## src/rtl/rc_sub_sequencer.sv

```systemverilog
// Multi-cycle W-bit subtractor controller that sequences one external 4-bit
// ripple-borrow slice, least-significant nibble first, chaining borrow via a register.
module rc_sub_sequencer #(
    parameter int unsigned NIBBLES = 4
) (
    input  logic                 clk,
    input  logic                 rst_n,
    input  logic                 start,
    input  logic [4*NIBBLES-1:0] op_a,
    input  logic [4*NIBBLES-1:0] op_b,
    input  logic                 bin,
    output logic                 busy,
    output logic                 done,
    output logic [4*NIBBLES-1:0] diff,
    output logic                 bout,
    output logic                 zero,
    output logic                 ovf,
    output logic [3:0]           sl_a,
    output logic [3:0]           sl_b,
    output logic                 sl_bin,
    input  logic [3:0]           sl_d,
    input  logic                 sl_bout
);

    localparam int unsigned W  = 4 * NIBBLES;
    localparam int unsigned CW = $clog2(NIBBLES + 1);

    typedef enum logic [1:0] {
        S_IDLE = 2'd0,
        S_RUN  = 2'd1,
        S_DONE = 2'd2
    } state_t;

    state_t         state_q, state_d;
    logic [W-1:0]   a_q, a_d;
    logic [W-1:0]   b_q, b_d;
    logic [W-1:0]   acc_q, acc_d;
    logic [W-1:0]   diff_q, diff_d;
    logic [CW-1:0]  cnt_q, cnt_d;
    logic           br_q, br_d;
    logic           a_msb_q, a_msb_d;
    logic           b_msb_q, b_msb_d;
    logic           bout_q, bout_d;
    logic           zero_q, zero_d;
    logic           ovf_q, ovf_d;
    logic           busy_q, busy_d;
    logic           done_q, done_d;
    logic [W-1:0]   acc_shift;

    // Slice result enters the accumulator at the MSB end; after NIBBLES shifts it is aligned.
    assign acc_shift = (acc_q >> 4) | (W'(sl_d) << (W - 4));

    always_comb begin
        state_d = state_q;
        a_d     = a_q;
        b_d     = b_q;
        acc_d   = acc_q;
        diff_d  = diff_q;
        cnt_d   = cnt_q;
        br_d    = br_q;
        a_msb_d = a_msb_q;
        b_msb_d = b_msb_q;
        bout_d  = bout_q;
        zero_d  = zero_q;
        ovf_d   = ovf_q;

        case (state_q)
            S_RUN: begin
                a_d   = a_q >> 4;
                b_d   = b_q >> 4;
                acc_d = acc_shift;
                br_d  = sl_bout;
                cnt_d = CW'(cnt_q + 1'b1);
                if (cnt_q == CW'(NIBBLES - 1)) begin
                    diff_d  = acc_shift;
                    bout_d  = sl_bout;
                    zero_d  = (acc_shift == '0);
                    ovf_d   = (a_msb_q != b_msb_q) && (acc_shift[W-1] != a_msb_q);
                    // Borrow chain is parked at 0 so the slice sees idle inputs outside RUN.
                    br_d    = 1'b0;
                    cnt_d   = '0;
                    state_d = S_DONE;
                end
            end
            default: begin
                if (start) begin
                    a_d     = op_a;
                    b_d     = op_b;
                    br_d    = bin;
                    a_msb_d = op_a[W-1];
                    b_msb_d = op_b[W-1];
                    acc_d   = '0;
                    cnt_d   = '0;
                    state_d = S_RUN;
                end else begin
                    state_d = S_IDLE;
                end
            end
        endcase

        busy_d = (state_d == S_RUN);
        done_d = (state_d == S_DONE);
    end

    always_ff @(posedge clk or negedge rst_n) begin
        if (!rst_n) begin
            state_q <= S_IDLE;
            a_q     <= '0;
            b_q     <= '0;
            acc_q   <= '0;
            diff_q  <= '0;
            cnt_q   <= '0;
            br_q    <= 1'b0;
            a_msb_q <= 1'b0;
            b_msb_q <= 1'b0;
            bout_q  <= 1'b0;
            zero_q  <= 1'b0;
            ovf_q   <= 1'b0;
            busy_q  <= 1'b0;
            done_q  <= 1'b0;
        end else begin
            state_q <= state_d;
            a_q     <= a_d;
            b_q     <= b_d;
            acc_q   <= acc_d;
            diff_q  <= diff_d;
            cnt_q   <= cnt_d;
            br_q    <= br_d;
            a_msb_q <= a_msb_d;
            b_msb_q <= b_msb_d;
            bout_q  <= bout_d;
            zero_q  <= zero_d;
            ovf_q   <= ovf_d;
            busy_q  <= busy_d;
            done_q  <= done_d;
        end
    end

    // A/B shift in zeros, so their low nibbles are already 0 outside RUN.
    assign sl_a   = a_q[3:0];
    assign sl_b   = b_q[3:0];
    assign sl_bin = br_q;
    assign busy   = busy_q;
    assign done   = done_q;
    assign diff   = diff_q;
    assign bout   = bout_q;
    assign zero   = zero_q;
    assign ovf    = ovf_q;

endmodule

```

## config.mk

```make
export PLATFORM = sky130hd
export DESIGN_NAME = rc_sub_sequencer
export DESIGN_NICKNAME = d
export VERILOG_FILES = /design/src/rtl/rc_sub_sequencer.sv
export SDC_FILE = /design/constraint.sdc
export NUM_CORES = 1
export LEC_CHECK = 0
export ABC_CLOCK_PERIOD_IN_PS = 2200
export CORE_UTILIZATION = 45
export DETAILED_ROUTE_END_ITERATION = 12
export HOLD_SLACK_MARGIN = 0.02
export PLACE_DENSITY = 0.78
export SLEW_MARGIN = 0
export SYNTH_ARGS = -nofsm -noshare
export SYNTH_HDL_FRONTEND = slang
export SYNTH_SLANG_ARGS = --single-unit
```

## constraint.sdc

```tcl
create_clock -name clk -period 2.2 [get_ports clk]
set_input_delay 0.22 -clock clk [delete_from_list [all_inputs] [get_ports clk]]
set_output_delay 0.22 -clock clk [all_outputs]
set_load 0.02 [all_outputs]
```

## After elaboration in Yosys (flattened, before gate mapping)

Index checks and enable logic that the tools add are counted.
Widths: inputs -> output; s select.

- Input port bits: 41
- Register bits: 77
- Word-level logic and storage cells: 43
- Output and inout bits: 30

- Add/subtract/negate cells: 1
- Mux-type cells: 15
- Bitwise logic cells: 2
- Reduce and logical (&&, ||, !) cells: 5
- Eq/ne operators: 6

Operators by type and width:

| operator | number |
|---|---|
| $mux 16 | 6 |
| $logic_not 16->1 | 1 |
| $or 12x16->16 | 1 |
| $mux 3 | 3 |
| $eq 2x1->1 const B | 2 |
| $mux 1 | 4 |
| $mux 2 | 2 |
| $reduce_and 2->1 | 2 |
| $add 3x1->3 const B | 1 |
| $eq 3x2->1 const B | 1 |
| $eq 2x2->1 const B | 1 |
| $ne 1x1->1 | 2 |
| $reduce_bool 2->1 | 1 |
| $logic_and 1x1->1 | 1 |
| $not 1->1 | 1 |

## Logic depth before layout (Yosys ltp)

Gate-level depths: netlist (run 1).

- Depth in word-level cells: 4
- Mapped depth: 6
- Depth with buffers taken out: 4

## Worst setup path before layout (run 1)

OpenSTA, ideal clock, no wires.

- Kind: flip-flop to flip-flop
- Start point: register cnt_q[0]
- End point: register diff_q[10] (netlist: diff[10])
- Data arrival time: 1.343 ns
- Data required time: 2.075 ns
- Period minus slack after synthesis: 1.468 ns
- Path buffers: 2
- Path slack: 0.732 ns
- Library setup time: 0.125 ns
- Cell stages (with the launch flop): 6
- Cells stage by stage: dfrtp_1 > ha_1 > and4bb_1 > buf_6 > buf_8 > mux2_4

- Longest elaborated chain between the ends: 2

Ends and longest elaborated chain:

| item | line | RTL |
|---|---|---|
| from (decl) | 39 | `logic [CW-1:0] cnt_q, cnt_d;` |
| from (signal assigned) | 127 | `cnt_q <= cnt_d;` |
| $eq 3x2->1 | 74 | `if (cnt_q == CW'(NIBBLES - 1)) begin` |
| $reduce_and 2->1 (no source line) | - |  |
| to (signal assigned) | 126 | `diff_q <= diff_d;` |
| to (decl) | 38 | `logic [W-1:0] diff_q, diff_d;` |

Every way passes these cells.
A chain may end at the register's enable or synchronous reset.

## Worst setup path after layout (run 1)

- Start point: register cnt_q[0]
- End point: register diff_q[0] (netlist: diff[0])

Same word-level chain as after synthesis.

==> results of run 1 <==
==> cell type report <==
class	instances	area, um^2	area share (%)
Multi-Input combinational cell	170	1167	28.60
Clock inverter	7	103.9	2.544
Tap cell	96	120.1	2.943
Timing Repair Buffer	73	728.2	17.84
Sequential cell	73	1827	44.76
Inverter	3	11.26	0.2759
Clock buffer	9	123.9	3.035
==> routing by layer <==
metal	vias to the layer above	GRT usage [%]	routed length, um
li1	1034	-	-
met1	963	24.70	2789
met2	54	26.12	2606
met3	8	5.005	323
met4	0	8.636	85
met5	-	0	0
==> worst max path at each step <==
stage / start / end / slack (ps) / depth (start not counted)
final: cnt_q[0] / diff[0] / 500 / 4
after global placement: cnt_q[0] / diff[15] / 580 / 4
after floorplan: cnt_q[0] / diff[10] / 730 / 5
after global routing: cnt_q[0] / diff[0] / 410 / 4
after detailed placement: cnt_q[0] / diff[0] / 510 / 4
after CTS: cnt_q[0] / diff[0] / 500 / 4
==> power groups by stage <==
| stage | registers (uW) | logic, uW | clock network (uW) |
|---|---|---|---|
| after floorplan | 2380 | 1290 | 0 |
| after global placement | 2220 | 2090 | 0 |
| after detailed placement | 2240 | 2140 | 0 |
| after CTS | 2230 | 2150 | 1200 |
| after global routing | 2300 | 2320 | 1260 |
| final | 2220 | 2120 | 1180 |
==> cell families (layout without fill, tap and decap cells) <==
kind of cell,Yosys count,in the layout,share of synthesized area (%)
flops,73,73,57.50
compound gates,41,41,6.735
buf+inv,28,92,5.789
mux,54,54,19.46
fa+ha+maj,1,1,0.3938
simple gates,74,74,10.12
==> cells in the mapped netlist (2+ instances only) <==
cell       n
clkbuf_1   2
a21oi_1    3
buf_2      9
nor2_1    13
inv_1      2
o21ai_1   36
mux2_1     5
dfrtp_1   73
nand2_1   50
buf_4     11
mux2i_1   34
mux2_4    14
nor4_1     4
buf_6      2
==> stage by stage <==
stage	area, um^2	power [uW]
2_1_floorplan	3177	3667
5_1_grt	4081	5886
3_5_place_dp	3854	4386
4_1_cts	4081	5575
3_3_place_gp	3854	4311
6_report	4081	5512
==> state kept, by name, summed over array words and instances, names as in the netlist <==
name     cells
a_msb_q      1
a_q         16
acc_q       12
b_msb_q      1
b_q         16
bout         1
busy         1
cnt_q        3
diff        16
done         1
ovf          1
sl_bin       1
state_q      2
zero         1
==> critical path, stage by stage, from the launching register on <==
cell and delay [ps]:
dfrtp_1 360, ha_1 210, and4bb_1 310, buf_4 340, mux2_1 350
==> layout by cell type (no fill, tap or decap), types with 4 or more instances in the layout <==
cell	instances
mux2_1	5
clkdlybuf4s50_1	68
nor4_1	4
clkinv_4	4
mux2_4	14
nand2_1	50
mux2i_1	34
dfrtp_1	73
clkbuf_8	9
nor2_1	13
o21ai_1	36
==> reports/results.tsv, run 1 <==
metric	value	unit
status	finished, violations left	
failed_checks	negative hold slack	
p_comb_share	38.4	%
wirelength	5805	um
grt-ovfl-total	0	
cts_tree	yes	
initial_core_util	46.76	%
dpl.hpwl	3950	um
die-width	86.02	um
crit_fanout	19	
p_int	3593	uW
cts_root_buffer	clkbuf_8	
whs	-5.726	ps
avgSynthCellArea	11.72	um^2
rsz0062_at_grt	no	
vias	2059	
slew_violations	0	
area_growth	28.48	%
filler_cell_count	562	
synth_top_cell_area_share	57.50	%
clock-sinks	73	
p_leak	0.001854	uW
cts_buffers	9	
grt.total_usage	17.93	%
drc	0	
ioPinCount	71	
dp_slack	506.4	ps
synthTopCellsByArea	dfrtp_1 (58%), mux2i_1 (11%), mux2_4 (6.6%), nand2_1 (5.9%), o21ai_1 (5.7%)	
tightestPinTransition	894.6	ps
clock_latency	340	ps
cts_resized	0	
timing.rr.start	cnt_q[0]	
setup_ws	502.2	ps
final_antenna_net_count	0	
grt_max_degree	74	
fin_util	60.07	%
cts-htree-levels	3	
die_area	7399	um^2
max_freq	589.0	MHz
synth_edf_count	0	
wl_per_cell	13.47	um
antenna_cells	0	
yosysSeqAreaShare	57.50	%
path_class	register to register	
place_congestion	0.7949	
clock_skew	7.593	ps
syn_nets	313	
final_nets	372	
powerDensity	1350	nW/um^2
post_cts_buffers	0	
layout-drive-gt1-share	11.64	%
worstPathRequired	2420	ps
fp-row-count	30	
portBuffers	70	
hp-class	input pin to asynchronous set/reset pin	
setup_viol	0	
synthFlopType	dfrtp_1	
crit_path_start_kind	register	
hold_violations	4	
final_cell_count_no_fill	431	
cts.path.max_buffers	2	
syn_area	3177	um^2
cap_viol_max_count	0	
drtIter0Drc	103	
p_switching	1919	uW
tns	0	ps
grt_pass1_vias	2085	
place_inst	415	
final.min_clock_period	1698	ps
dieHeight	86.02	um
max-vdd-ir-drop	0.0006065	V
grt_pass1_wl	10190	um
relSlewSlack	40.36	%
async_flop_share	100.0	%
period_share	77.17	%
postCtsHoldBufs	0	
cp.arrival	1920	ps
synth_top_area_cell	dfrtp_1	
ys_types	27	
ys_warn_count	0	
r2r-end	diff[0]	
worst_setup_hold_path_clk_slew	80	ps
r2r_cells	4	
viasPerCell	4.777	
sw_frac_of_total	34.82	%
rrSetupSlack	500	ps
synthCells	271	
antenna_found_initial	0	
yosys_register_bits	73	
power_frac_clock	21.3	%
coreArea	6794	um^2
drt_first_pass_iters	4	
p_seq_share	40.3	%
worstSetupEndpointType	register	
Note: power is estimated with default switching activity, not from simulation.
==> inputs of run 2 (changes only) <==
- ABC_CLOCK_PERIOD_IN_PS: 2200 -> 1600
- clock period: 2.2 -> 1.6 ns (I/O delays scaled with it)
==> reports/results.tsv, run 2 (synthesized netlist as in run 1, its figures left out) <==
metric	value	unit	change
worstSetupEndpointType	register		
final.min_clock_period	1509	ps	-188.4 ps
wl_met2	2745	um	+5.3%
dp_slack	109.0	ps	-397.4 ps
powerDensity	1840	nW/um^2	+36%
layout_commonest_cell	dfrtp_1		
fp-row-count	30		unchanged
period_share	94.34	%	+17 points
wl_met3	355	um	+9.9%
final_antenna_net_count	0		unchanged
rrSetupSlack	90	ps	-410 ps
cts-htree-levels	3		unchanged
rsz0062_at_grt	no		
grt_max_degree	38		-49%
wl_per_cell	13.42	um	-0.36%
layout_common_cells	dfrtp_1 (73), clkdlybuf4s50_1 (68), nand2_1 (50), o21ai_1 (36), mux2i_1 (34)		
grt_pass1_vias	2090		+0.24%
cts_root_buffer	clkbuf_8		
relSlewSlack	67.14	%	+27 points
place_congestion	0.7810		-1.7%
antenna_cells	0		unchanged
crit_path_start_kind	register		
sw_frac_of_total	33.50	%	-1.3 points
clock-sinks	73		unchanged
postCtsHoldBufs	1		+1
grt-ovfl-total	0		unchanged
wirelength	5851	um	+0.79%
dieHeight	86.02	um	unchanged
hp-class	input pin to register		
dpl.hpwl	4144	um	+4.9%
cts_tree	yes		
layout-drive-gt1-share	12.65	%	+1.0 points
cp.arrival	1730	ps	-190 ps
viasPerCell	4.917		+2.9%
grt_pass1_wl	9804	um	-3.8%
tightestPinTransition	492.9	ps	-401.8 ps
final_nets	379		+1.9%
worstPathRequired	1820	ps	-600 ps
path_class	register to register		
area_growth	31.43	%	
drc	0		unchanged
antenna_found_initial	0		unchanged
cts.path.max_buffers	2		unchanged
setup_viol	0		unchanged
post_cts_buffers	0		unchanged
coreArea	6794	um^2	unchanged
die_area	7399	um^2	unchanged
crit_fanout	19		unchanged
cap_viol_max_count	0		unchanged
p_seq_share	39.7	%	-0.6 points
p_comb_share	39.8	%	+1.4 points
worst_setup_hold_path_clk_slew	70	ps	about the same
grt.total_usage	17.53	%	-0.40 points
setup_ws	90.64	ps	-411.6 ps
die-width	86.02	um	unchanged
power_frac_clock	20.5	%	-0.8 points
max_freq	662.5	MHz	+12%
clock_skew	8.776	ps	+1.183 ps
drtIter0Drc	105		+1.9%
p_leak	0.001902	uW	+2.6%
ioPinCount	71		unchanged
tns	0	ps	unchanged
drt_first_pass_iters	5		+1
slew_violations	0		unchanged
vias	2144		+4.1%
cts_buffers	9		unchanged
max-vdd-ir-drop	0.0008276	V	+36%
cts_resized	0		unchanged
m1WireLength	2654	um	-4.8%
portBuffers	70		unchanged
initial_core_util	46.76	%	unchanged
top_layer_used	met4		
status	completed		
p_int	5109	uW	+42%
hold_violations	0		-4
p_switching	2573	uW	+34%
clock_latency	340	ps	about the same
==> run 2: changes by cell type in the layout (fill, tap and decap cells not counted), moves of 2 or more <==
cell | before | now
clkbuf_8 | 9 | 11
clkinv_4 | 4 | 0
buf_12 | 1 | 5
buf_4 | 3 | 5
==> run 2: metrics by stage <==
stage	instance area [um^2]	utilization (%)	std cells	hold WS [ps]	power, uW
4_1_cts	4175	61.45	436	285.0	7764
3_3_place_gp	3949	58.12	421	155.4	6055
5_1_grt	4175	61.45	436	304.2	8165
2_1_floorplan	3177	-	271	-135.6	5042
3_5_place_dp	3949	58.12	421	156.2	6168
6_report	4175	61.45	436	284.0	7682
==> run 2: layer usage <==
layer / global-route usage [%] / vias up
met5: 0 / -
met2: 27.06 / 64
met3: 4.909 / 8
li1: - / 1050
met4: 8.182 / 0
met1: 22.97 / 1022
==> run 2: final timing paths <==
kind                       startpoint  endpoint  cells past startpoint
hold reg to reg                a_q[6]    a_q[2]                      2
max in group asynchronous       rst_n    b_q[7]                      3
hold / removal                  start   b_q[15]                      3
min in group asynchronous       rst_n    a_q[3]                      2
setup / recovery             cnt_q[0]   diff[0]                      4
setup reg to reg             cnt_q[0]   diff[0]                      4
==> run 2: layout make-up <==
cell class              count  area, um^2
clock buffers              11       151.4
clock inverters             3       65.06
fillers                   554        2619
inverters                   3       11.26
multi-input cells         170        1167
flip-flops and latches     73        1827
well taps                  96       120.1
repair buffers             80       833.3
==> run 2: worst max-delay path, cell delays in order (launching register included) <==
cell	delay (ps)
dfrtp_1	360
ha_1	200
and4bb_1	280
buf_12	190
mux2_1	340
==> run 2: power groups by stage <==
stage	Combinational, uW	Sequential, uW	Clock [uW]
final	3060	3050	1580
after global routing	3330	3130	1700
after CTS	3100	3060	1610
after detailed placement	3090	3080	0
after global placement	3000	3050	0
after floorplan	1770	3270	0
==> inputs of run 3 (changes only) <==
- CTS_BUF_LIST: not set -> sky130_fd_sc_hd__clkbuf_4 sky130_fd_sc_hd__clkbuf_8
==> results of run 3 <==
No change in the layout: final DEF, timing and power equal those of run 2.
